--- config.mk ---
export PLATFORM = sky130hd
export DESIGN_NAME = jtpang_bank_resp_flat
export DESIGN_NICKNAME = d
export VERILOG_FILES = /design/src/rtl/jtpang_bank_pkg.sv /design/src/rtl/jtpang_bank_resp_if.sv /design/src/rtl/jtpang_bank_rr.sv /design/src/rtl/jtpang_bank_resp.sv /design/src/flat_wrapper.sv
export SDC_FILE = /design/constraint.sdc
export NUM_CORES = 1
export LEC_CHECK = 0
export CAP_MARGIN = 20
export CORE_MARGIN = 2
export CORE_UTILIZATION = 46
export DETAILED_ROUTE_END_ITERATION = 8
export PLACE_DENSITY = 0.86
export SLEW_MARGIN = 10
export SYNTH_ARGS = -nofsm -noshare
export SYNTH_HDL_FRONTEND = slang
export SYNTH_SLANG_ARGS = --single-unit
--- constraint.sdc ---
create_clock -name clk -period 8.3 [get_ports clk]
set_input_delay 0.83 -clock clk [delete_from_list [all_inputs] [get_ports clk]]
set_output_delay 0.83 -clock clk [all_outputs]
set_load 0.01 [all_outputs]
--- src/rtl/jtpang_bank_pkg.sv ---
// rtl/jtpang_bank_pkg.sv - shared types and constants for the four-bank read responder
package jtpang_bank_pkg;

   localparam int NBANK  = 4;
   localparam int DEF_AW = 22;
   localparam int DEF_DW = 16;

   typedef enum logic [1:0] {
      IDLE,
      ISSUE,
      DRAIN
   } state_t;

   // Tag carried alongside each outstanding memory read until its word is delivered
   typedef struct packed {
      logic vld;
      logic first;
      logic last;
   } flight_t;

   function automatic int flight_w(input int mem_lat);
      return mem_lat + 1;
   endfunction

endpackage

--- src/rtl/jtpang_bank_resp_if.sv ---
// rtl/jtpang_bank_resp_if.sv - four-bank SDRAM read request/response bundle
interface jtpang_bank_resp_if
   import jtpang_bank_pkg::*;
#(
   parameter int AW = DEF_AW,
   parameter int DW = DEF_DW
);

   logic [AW-1:0]    ba0_addr;
   logic [AW-1:0]    ba1_addr;
   logic [AW-1:0]    ba2_addr;
   logic [AW-1:0]    ba3_addr;
   logic [NBANK-1:0] ba_rd;
   logic [NBANK-1:0] ba_ack;
   logic [NBANK-1:0] ba_dst;
   logic [NBANK-1:0] ba_dok;
   logic [NBANK-1:0] ba_rdy;
   logic [DW-1:0]    data_read;

   modport master (
      output ba0_addr, ba1_addr, ba2_addr, ba3_addr, ba_rd,
      input  ba_ack, ba_dst, ba_dok, ba_rdy, data_read
   );

   modport slave (
      input  ba0_addr, ba1_addr, ba2_addr, ba3_addr, ba_rd,
      output ba_ack, ba_dst, ba_dok, ba_rdy, data_read
   );

endinterface

--- src/rtl/jtpang_bank_rr.sv ---
// rtl/jtpang_bank_rr.sv - four-input round-robin arbiter holding the last-grant pointer
module jtpang_bank_rr
   import jtpang_bank_pkg::*;
(
   input  logic             clk,
   input  logic             rst,
   input  logic [NBANK-1:0] req,
   input  logic             update,
   output logic [NBANK-1:0] grant,
   output logic [1:0]       idx
);

   logic [1:0] last;
   logic [1:0] cand;
   logic       found;

   // Search starts one past the last winner, so a pointer of 3 favours bank 0
   always_comb begin
      grant = '0;
      idx   = '0;
      found = 1'b0;
      cand  = '0;
      for (int i = 1; i <= NBANK; i++) begin
         cand = last + 2'(i);
         if (!found && req[cand]) begin
            found       = 1'b1;
            grant[cand] = 1'b1;
            idx         = cand;
         end
      end
   end

   always_ff @(posedge clk) begin
      if (rst)
         last <= 2'd3;
      else if (update && found)
         last <= idx;
   end

endmodule

--- src/rtl/jtpang_bank_resp.sv ---
// rtl/jtpang_bank_resp.sv - read-only four-bank SDRAM responder over a pipelined memory port
// Optional protocol checker on err is built with JTPANG_BANK_CHECK_EN.
module jtpang_bank_resp
   import jtpang_bank_pkg::*;
#(
   parameter int AW      = DEF_AW,
   parameter int DW      = DEF_DW,
   parameter int BURST   = 2,
   parameter int MEM_LAT = 2
)(
   input  logic          clk,
   input  logic          rst,
   jtpang_bank_resp_if.slave bank,
   output logic [AW-1:0] mem_addr,
   output logic          mem_rd,
   input  logic [DW-1:0] mem_dout,
   output logic          busy,
   output logic          err
);

   localparam int         FW     = flight_w(MEM_LAT);
   localparam logic [1:0] LAST_K = 2'(BURST - 1);

   state_t             state, state_nx;
   logic [1:0]         cnt;
   logic [NBANK-1:0]   bank_oh;
   logic [NBANK-1:0]   ack_q;
   logic [AW-1:0]      addr_q;
   logic [AW-1:0]      addr_sel;
   logic [DW-1:0]      data_q;
   flight_t [FW-1:0]   flight;
   flight_t            head;
   flight_t            issue_tag;
   logic [NBANK-1:0]   rr_grant;
   logic [1:0]         rr_idx;
   logic               grant_go;

   jtpang_bank_rr u_rr (
      .clk    (clk),
      .rst    (rst),
      .req    (bank.ba_rd),
      .update (grant_go),
      .grant  (rr_grant),
      .idx    (rr_idx)
   );

   always_comb begin
      addr_sel = bank.ba0_addr;
      case (rr_idx)
         2'd1:    addr_sel = bank.ba1_addr;
         2'd2:    addr_sel = bank.ba2_addr;
         2'd3:    addr_sel = bank.ba3_addr;
         default: addr_sel = bank.ba0_addr;
      endcase
   end

   assign head = flight[MEM_LAT];

   always_comb begin
      state_nx = state;
      grant_go = 1'b0;
      case (state)
         IDLE: begin
            if (|bank.ba_rd) begin
               grant_go = 1'b1;
               state_nx = ISSUE;
            end
         end
         ISSUE: begin
            if (cnt == LAST_K)
               state_nx = DRAIN;
         end
         DRAIN: begin
            if (head.vld && head.last)
               state_nx = IDLE;
         end
         default: state_nx = IDLE;
      endcase
   end

   always_ff @(posedge clk) begin
      if (rst)
         state <= IDLE;
      else
         state <= state_nx;
   end

   always_comb begin
      issue_tag       = '0;
      issue_tag.vld   = (state == ISSUE);
      issue_tag.first = (cnt == 2'd0);
      issue_tag.last  = (cnt == LAST_K);
   end

   // Tags shift one slot per cycle; slot MEM_LAT-1 lines up with mem_dout
   always_ff @(posedge clk) begin
      if (rst) begin
         ack_q   <= '0;
         bank_oh <= '0;
         addr_q  <= '0;
         cnt     <= '0;
         flight  <= '0;
         data_q  <= '0;
      end else begin
         ack_q <= grant_go ? rr_grant : '0;
         if (grant_go) begin
            bank_oh <= rr_grant;
            addr_q  <= addr_sel;
            cnt     <= '0;
         end else if (state == ISSUE) begin
            addr_q <= addr_q + AW'(1);
            cnt    <= cnt + 2'd1;
         end
         flight <= {flight[FW-2:0], issue_tag};
         if (flight[MEM_LAT-1].vld)
            data_q <= mem_dout;
      end
   end

   assign mem_rd         = (state == ISSUE);
   assign mem_addr       = addr_q;
   assign busy           = (state != IDLE);
   assign bank.ba_ack    = ack_q;
   assign bank.ba_dok    = head.vld ? bank_oh : '0;
   assign bank.ba_dst    = (head.vld && head.first) ? bank_oh : '0;
   assign bank.ba_rdy    = (head.vld && head.last) ? bank_oh : '0;
   assign bank.data_read = data_q;

`ifdef JTPANG_BANK_CHECK_EN
   logic [NBANK-1:0] rd_prev;
   logic [NBANK-1:0] acked;
   logic [NBANK-1:0] fell;
   logic [NBANK-1:0] moved;
   logic [AW-1:0]    addr_cur  [NBANK];
   logic [AW-1:0]    addr_prev [NBANK];
   logic             err_q;

   assign addr_cur[0] = bank.ba0_addr;
   assign addr_cur[1] = bank.ba1_addr;
   assign addr_cur[2] = bank.ba2_addr;
   assign addr_cur[3] = bank.ba3_addr;

   // A request is pending from its rise until its ack pulse
   always_comb begin
      fell  = '0;
      moved = '0;
      for (int i = 0; i < NBANK; i++) begin
         fell[i]  = rd_prev[i] && !bank.ba_rd[i] && !acked[i] && !ack_q[i];
         moved[i] = rd_prev[i] && bank.ba_rd[i] && !acked[i] && !ack_q[i]
                    && (addr_cur[i] != addr_prev[i]);
      end
   end

   always_ff @(posedge clk) begin
      if (rst) begin
         rd_prev <= '0;
         acked   <= '0;
         err_q   <= 1'b0;
         for (int i = 0; i < NBANK; i++)
            addr_prev[i] <= '0;
      end else begin
         rd_prev <= bank.ba_rd;
         acked   <= (acked | ack_q) & bank.ba_rd;
         for (int i = 0; i < NBANK; i++)
            addr_prev[i] <= addr_cur[i];
         if (|(fell | moved))
            err_q <= 1'b1;
      end
   end

   assign err = err_q;
`else
   assign err = 1'b0;
`endif

endmodule
--- src/flat_wrapper.sv ---
// flat-port wrapper written by rule: the top's interface ports become plain ports
module jtpang_bank_resp_flat import jtpang_bank_pkg::*;
#(
   parameter int AW      = DEF_AW,
   parameter int DW      = DEF_DW,
   parameter int BURST   = 2,
   parameter int MEM_LAT = 2
)
  (clk, rst, mem_addr, mem_rd, mem_dout, busy, err, bank_ba0_addr, bank_ba1_addr, bank_ba2_addr, bank_ba3_addr, bank_ba_rd, bank_ba_ack, bank_ba_dst, bank_ba_dok, bank_ba_rdy, bank_data_read);
  jtpang_bank_resp_if #(.AW(AW), .DW(DW)) bank_i ();
  input  logic clk;
  input  logic rst;
  output logic [AW-1:0] mem_addr;
  output logic mem_rd;
  input  logic [DW-1:0] mem_dout;
  output logic busy;
  output logic err;
  input wire logic [$bits(bank_i.ba0_addr)-1:0] bank_ba0_addr;
  input wire logic [$bits(bank_i.ba1_addr)-1:0] bank_ba1_addr;
  input wire logic [$bits(bank_i.ba2_addr)-1:0] bank_ba2_addr;
  input wire logic [$bits(bank_i.ba3_addr)-1:0] bank_ba3_addr;
  input wire logic [$bits(bank_i.ba_rd)-1:0] bank_ba_rd;
  output wire logic [$bits(bank_i.ba_ack)-1:0] bank_ba_ack;
  output wire logic [$bits(bank_i.ba_dst)-1:0] bank_ba_dst;
  output wire logic [$bits(bank_i.ba_dok)-1:0] bank_ba_dok;
  output wire logic [$bits(bank_i.ba_rdy)-1:0] bank_ba_rdy;
  output wire logic [$bits(bank_i.data_read)-1:0] bank_data_read;
  assign bank_i.ba0_addr = bank_ba0_addr;
  assign bank_i.ba1_addr = bank_ba1_addr;
  assign bank_i.ba2_addr = bank_ba2_addr;
  assign bank_i.ba3_addr = bank_ba3_addr;
  assign bank_i.ba_rd = bank_ba_rd;
  assign bank_ba_ack = bank_i.ba_ack;
  assign bank_ba_dst = bank_i.ba_dst;
  assign bank_ba_dok = bank_i.ba_dok;
  assign bank_ba_rdy = bank_i.ba_rdy;
  assign bank_data_read = bank_i.data_read;
  jtpang_bank_resp #(.AW(AW), .DW(DW), .BURST(BURST), .MEM_LAT(MEM_LAT)) u_core (.clk(clk), .rst(rst), .bank(bank_i), .mem_addr(mem_addr), .mem_rd(mem_rd), .mem_dout(mem_dout), .busy(busy), .err(err));
endmodule
==> results.tsv, run 1 <==
metric	value	unit
drtIter0Drc	233	
wl_per_cell	16.5	um
tightest_slew	0.951	ns
grt_max_degree	53	
async_flop_share	0	%
relSlewSlack	36.6	%
antenna_found_initial	0	
globalplace.congestion	0.869	
fp.coreArea	0.00818	mm2
hold_buffers	0	
ys_warn_count	0	
combPwrFrac	36.5	%
worstPathCellList	inv_1, ha_1, a211o_1, a21boi_4, buf_4, mux2i_1, mux2_2, a2111oi_2	
cp-start-kind	register	
fp.dieW	95.6	um
grt.total_usage	24.4	%
clkLatencyLatePin	0.33	ns
skew	0.00626	ns
initial_core_util	47.2	%
drc	0	
io_pins	167	
cts_resized	0	
vias	3919	
syn_inst	434	
slowest_delay	0.77	ns
avgSynthCellArea	8.89	um2
wirelength	11300	um
synth-seq-cells	61	
status	finished clean	
fp-row-count	33	
p_clk_share	29.9	%
clk_path_buf_depth	2	
p_leak	2.30	nW
worst-path-max-fanout	42	
sequentialPowerShare	33.6	%
postCtsSetupBuffers	0	
power.density	192	mW/mm2
cts_tree	done	
path_class	register to register	
cts.sinks	61	
htree_levels	3	
syn-num-nets	555	
synth_cell_types	57	
layout_common_cells	164 x clkdlybuf4s50_1, 61 x mux2i_1, 61 x dfxtp_1	
n_antenna_cell	0	
synth_edf_count	0	
antenna_left	0	
numPortBuffers	165	
nNetsFinal	701	
grt_pass1_wl	17800	um
path_clk_slew	0.07	ns
grt_pass1_vias	3736	
hold_class	register to register	
netSwitchingPower	0.343	mW
switching_share	31.1	%
crit_arrival	3.95	ns
p_int	0.759	mW
period_share	44.8	%
drive_above_1_share	8.56	%
die_area	0.00914	mm2
cts-root-buf	clkbuf_8	
finalSetupViolations	0	
rsz0062_at_grt	false	
max_cap_viol_count	0	
drt-vias-per-instance	5.69	
final_common_cell	clkdlybuf4s50_1	
required	8.53	ns
cts_buffers	9	
area_growth	48.6	%
worstSetupEndpointType	register	
finalSetupTns	0	ns
rrSetupSlack	4.58	ns
netlist_area	0.00386	mm2
hold_viol_final	0	
max_freq	0.269	GHz
drv_slew	0	
ir_worst_vdd	0.000122	V
dp_hpwl	8330	um
fin_total_pwr	1.10	mW
die_h	95.6	um
cpMaxStageDelayCell	dfxtp_1	
globalRouteOverflowTotal	0	
ys_seq_area_share	31.6	%
fin_crit	3.72	ns
ys.flop_type	dfxtp_1	
first_pass_iters	5	
## power by group through the flow
stage               clock [mW]  sequential [mW]  combinational (mW)
floorplan                    0            0.373               0.255
global placement             0            0.373               0.392
detailed placement           0            0.375               0.401
CTS                      0.333            0.369               0.403
global route             0.344            0.376               0.436
finish                   0.329            0.371               0.402
## synth_stat cells, types with 2 or more instances
cell type / n / area [um2]
dfxtp_1: 61 / 1220
mux2i_1: 61 / 611
nor2_1: 48 / 180
a21oi_1: 29 / 145
mux2_2: 20 / 225
nand2_1: 20 / 75.1
clkbuf_1: 16 / 60.1
o21ai_0: 16 / 80.1
and3_1: 11 / 68.8
ha_1: 11 / 138
nand3_1: 11 / 55.1
nor2b_1: 11 / 68.8
nor3_1: 10 / 50.1
inv_1: 8 / 30.0
a211oi_1: 6 / 45.0
a31oi_1: 6 / 37.5
a221oi_1: 5 / 43.8
buf_4: 5 / 37.5
buf_6: 5 / 56.3
o211ai_1: 5 / 37.5
a22o_1: 4 / 35.0
and2_1: 4 / 25.0
nor3b_1: 4 / 30.0
xnor2_1: 4 / 35.0
buf_1: 3 / 11.3
buf_2: 3 / 15.0
nand2b_1: 3 / 18.8
nand4_1: 3 / 18.8
o22ai_1: 3 / 18.8
a2111oi_2: 2 / 30.0
a2111oi_4: 2 / 55.1
a211o_1: 2 / 17.5
a22oi_1: 2 / 15.0
and4_1: 2 / 17.5
mux4_2: 2 / 45.0
nand3b_1: 2 / 15.0
o221ai_1: 2 / 17.5
o31ai_1: 2 / 15.0
or2_2: 2 / 12.5
## critical path: cells and delay by family (launching register included)
family	cells	cell delay, ns
muxes	2	0.47
adders and majority gates	1	0.49
DFF	1	0.77
AOI/OAI and AO/OA	3	0.93
buffers and inverters	2	0.93
## cell type report
type,instances,area (um2)
clock buffers,11,151
clock inverters,4,95.1
fillers,640,2440
inverters,9,33.8
multi-input cells,332,2440
flip-flops and latches,61,1220
well taps,105,131
repair buffers,167,1660
## layer usage
layer	wire [um]	share of wire [%]	track usage [%]	vias to the layer above
met5	0	0	0	-
met4	235	2.1	7.62	0
met3	1290	11	6.17	28
met2	5410	48	41.5	225
met1	4400	39	30.3	1799
li1	-	-	-	1867
## flip-flops by register name, indices dropped and copies added (netlist names)
register,cells
u_core.flight,9
u_core.state,2
u_core.bank.data_read,16
u_core.cnt,2
u_core.bank_oh,4
u_core.u_rr.last,2
u_core.mem_addr,22
u_core.bank.ba_ack,4
## cells by family (layout without fill, tap and decap cells)
family / count (synthesis) / after routing / share of synthesized area (%)
simple gates: 138 / 138 / 18.0
compound gates: 94 / 94 / 17.2
mux: 83 / 83 / 22.8
flops: 61 / 61 / 31.6
buf+inv: 41 / 191 / 5.54
fa+ha+maj: 11 / 11 / 3.57
xor+xnor: 5 / 5 / 1.13
other cells: 1 / 1 / 0.0972
## final timing paths
path,end,from,depth (start not counted)
setup reg to reg,u_core.mem_addr[1]$_SDFFE_PP0P_,u_core.u_rr.last[0]$_SDFFE_PP1P_,8
hold reg to reg,u_core.flight[4]$_SDFF_PP0_,u_core.flight[1]$_SDFF_PP0_,1
hold / removal,u_core.flight[4]$_SDFF_PP0_,u_core.flight[1]$_SDFF_PP0_,1
setup / recovery,u_core.mem_addr[1]$_SDFFE_PP0P_,u_core.u_rr.last[0]$_SDFFE_PP1P_,8
## metrics by stage
step           hold slack, ns  area [um2]  util, %  cells  worst slack [ns]
3_3_place_gp            0.427        5490     67.1    674              4.40
4_1_cts                 0.449        5730     70.1    689              4.61
5_1_grt                 0.458        5730     70.1    689              4.35
2_1_floorplan           0.414        3860        -    434              5.42
6_report                0.449        5730     70.1    689              4.58
3_5_place_dp            0.434        5490     67.1    674              4.31
(Power assumes the default switching activity.)
==> run 2: changes to the inputs <==
--- a/config.mk
+++ b/config.mk
@@ -7,9 +7,9 @@
 export LEC_CHECK = 0
 export CAP_MARGIN = 20
 export CORE_MARGIN = 2
-export CORE_UTILIZATION = 46
+export CORE_UTILIZATION = 39
 export DETAILED_ROUTE_END_ITERATION = 8
-export PLACE_DENSITY = 0.86
+export PLACE_DENSITY = 0.78
 export SLEW_MARGIN = 10
 export SYNTH_ARGS = -nofsm -noshare
 export SYNTH_HDL_FRONTEND = slang
==> constraint.sdc (replaced) <==
create_clock -name clk -period 3.1 [get_ports clk]
set_input_delay 0.31 -clock clk [delete_from_list [all_inputs] [get_ports clk]]
set_output_delay 0.31 -clock clk [all_outputs]
set_load 0.01 [all_outputs]
==> run 2 against run 1 <==
  * Clock power up 94%
  * Worst setup slack got worse by 4.4 ns
  * Sequential power grew to 2.6 times the previous value
  * Clock-buffer cell count decreased by 2
  * Non-clock buffer count up 19
  * Clock skew increased by 0.00066 ns
  * Hold slack worse by 0.038 ns
  * Critical path type unchanged
  * Critical endpoint is now u_core.mem_addr[3]$_SDFFE_PP0P_
  * Largest power group unchanged
==> results.tsv, run 2 (same netlist as run 1, synthesis figures left out) <==
metric	value	unit	change
status	finished clean		
antenna_found_initial	0		unchanged
worst-path-max-fanout	25		-40%
finalSetupTns	0	ns	unchanged
nNetsFinal	720		+2.7%
drc	0		unchanged
required	3.37	ns	-5.16 ns
area_growth	51.3	%	
grt_max_degree	52		-1.9%
largest_reg_flops	22		unchanged
clk_path_buf_depth	2		unchanged
fp.coreArea	0.00968	mm2	+18%
grt_pass1_wl	17400	um	-2.0%
path_clk_slew	0.08	ns	about the same
numPortBuffers	165		unchanged
first_pass_iters	7		+2
initial_core_util	39.8	%	-7.4 points
wirelength	11600	um	+1.9%
grt.total_usage	20.6	%	-3.8 points
final_common_cell	clkdlybuf4s50_1		
hold_class	primary input to register		
crit_arrival	3.16	ns	-0.79 ns
grt_pass1_vias	3712		-0.64%
period_share	93.1	%	+48 points
fin_crit	2.89	ns	-0.835 ns
antenna_left	0		unchanged
cpMaxStageDelayCell	a21boi_4		
cts_resized	0		unchanged
fin_total_pwr	2.75	mW	+150%
dp_hpwl	8790	um	+5.5%
fp.dieW	103	um	+8.2%
die_area	0.0107	mm2	+17%
cp-start-kind	register		
globalRouteOverflowTotal	0		unchanged
cts-root-buf	clkbuf_8		
vias	3948		+0.74%
worstPathCellList	buf_4, mux2i_1, a211o_1, a21boi_4, buf_4, mux2i_1, mux2_2, a21oi_1		
hold_viol_final	0		unchanged
setup_ws	0.214	ns	-4.37 ns
cts_buffers	9		unchanged
path_class	register to register		
htree_levels	3		unchanged
ir_worst_vdd	0.000223	V	+83%
tightest_slew	1.03	ns	+0.0736 ns
rsz0062_at_grt	false		
hold_buffers	0		unchanged
wl_per_cell	15.7	um	-4.7%
drt-vias-per-instance	5.36		-5.8%
max_freq	0.347	GHz	+29%
finalSetupViolations	0		unchanged
io_pins	167		unchanged
fp-row-count	36		+9.1%
cts_tree	done		
power.density	471	mW/mm2	+150%
n_antenna_cell	0		unchanged
drtIter0Drc	253		+8.6%
timing.hold.ws	0.410	ns	-0.0382 ns
relSlewSlack	31.5	%	-5.1 points
p_leak	2.35	nW	+2.3%
slowest_delay	0.81	ns	+0.04 ns
worstSetupEndpointType	register		
globalplace.congestion	0.850		-2.2%
layout_common_cells	164 x clkdlybuf4s50_1, 61 x mux2i_1, 61 x dfxtp_1		
die_h	103	um	+8.2%
max_cap_viol_count	0		unchanged
drive_above_1_share	11.6	%	+3.0 points
preCtsSetupSlack	-0.0489	ns	-4.36 ns
drv_slew	0		unchanged
cts.sinks	61		unchanged
skew	0.00691	ns	+0.000657 ns
clkLatencyLatePin	0.34	ns	about the same
postCtsSetupBuffers	0		unchanged
run 2: cell types whose count changed in the layout (fill, tap and decap cells not counted):
cell,previous run,this run
buf_4,2,21
bufinv_16,3,0
clkbuf_8,11,9
clkinv_2,1,2
clkinv_4,0,2
clkinvlp_4,0,2
inv_6,0,1
run 2: path summary, 6_finish.rpt:
| kind | endpoint | cells after the start | slack (ns) | startpoint |
|---|---|---|---|---|
| worst max-delay path | u_core.mem_addr[3]$_SDFFE_PP0P_ | 8 | 0.21 | u_core.u_rr.last[0]$_SDFFE_PP1P_ |
| worst min-delay path | u_core.u_rr.last[0]$_SDFFE_PP1P_ | 3 | 0.41 | rst |
| worst max register to register | u_core.mem_addr[3]$_SDFFE_PP0P_ | 8 | 0.21 | u_core.u_rr.last[0]$_SDFFE_PP1P_ |
| worst min register to register | u_core.flight[5]$_SDFF_PP0_ | 1 | 0.45 | u_core.flight[2]$_SDFF_PP0_ |
run 2: per-stage QoR:
stage | cells | utilization [%] | instance area [um2]
6_report | 737 | 60.3 | 5840
2_1_floorplan | 434 | - | 3860
3_5_place_dp | 721 | 58.5 | 5660
4_1_cts | 737 | 60.3 | 5840
5_1_grt | 737 | 60.3 | 5840
3_3_place_gp | 721 | 58.5 | 5660
run 2: power by group:
part	leakage (nW)	switching (mW)	internal, mW
combinational	1.76	0.511	0.629
clock	0.0856	0.345	0.292
sequential	0.502	0.101	0.873
run 2: routing by layer:
layer	global-route usage, %	wire length, um	up-vias
met1	24.2	4540	1839
met3	4.10	892	27
met4	8.70	308	0
met5	0	0	-
met2	36.6	5810	168
li1	-	-	1914
run 2: area by class of cell:
class	count	area [um2]
fill	829	3840
inverter	9	33.8
sequential	61	1220
multi-input combinational	332	2440
timing repair buffer	186	1800
clock buffer	9	124
tap	133	166
clock inverter	7	51.3
run 2: worst max-delay path: cells and delay by family (launching register included):
kind            cells  cell delay (ns)
compound gates      3             1.30
mux                 3             0.50
flops               1             0.34
buf+inv             2             0.66
==> run 3: changes to the inputs <==
--- a/config.mk
+++ b/config.mk
@@ -8,6 +8,7 @@
 export CAP_MARGIN = 20
 export CORE_MARGIN = 2
 export CORE_UTILIZATION = 39
+export CTS_CLUSTER_DIAMETER = 150
 export DETAILED_ROUTE_END_ITERATION = 8
 export PLACE_DENSITY = 0.78
 export SLEW_MARGIN = 10
==> results of run 3 <==
Final layout, timing and power as in run 2 (identical DEF).
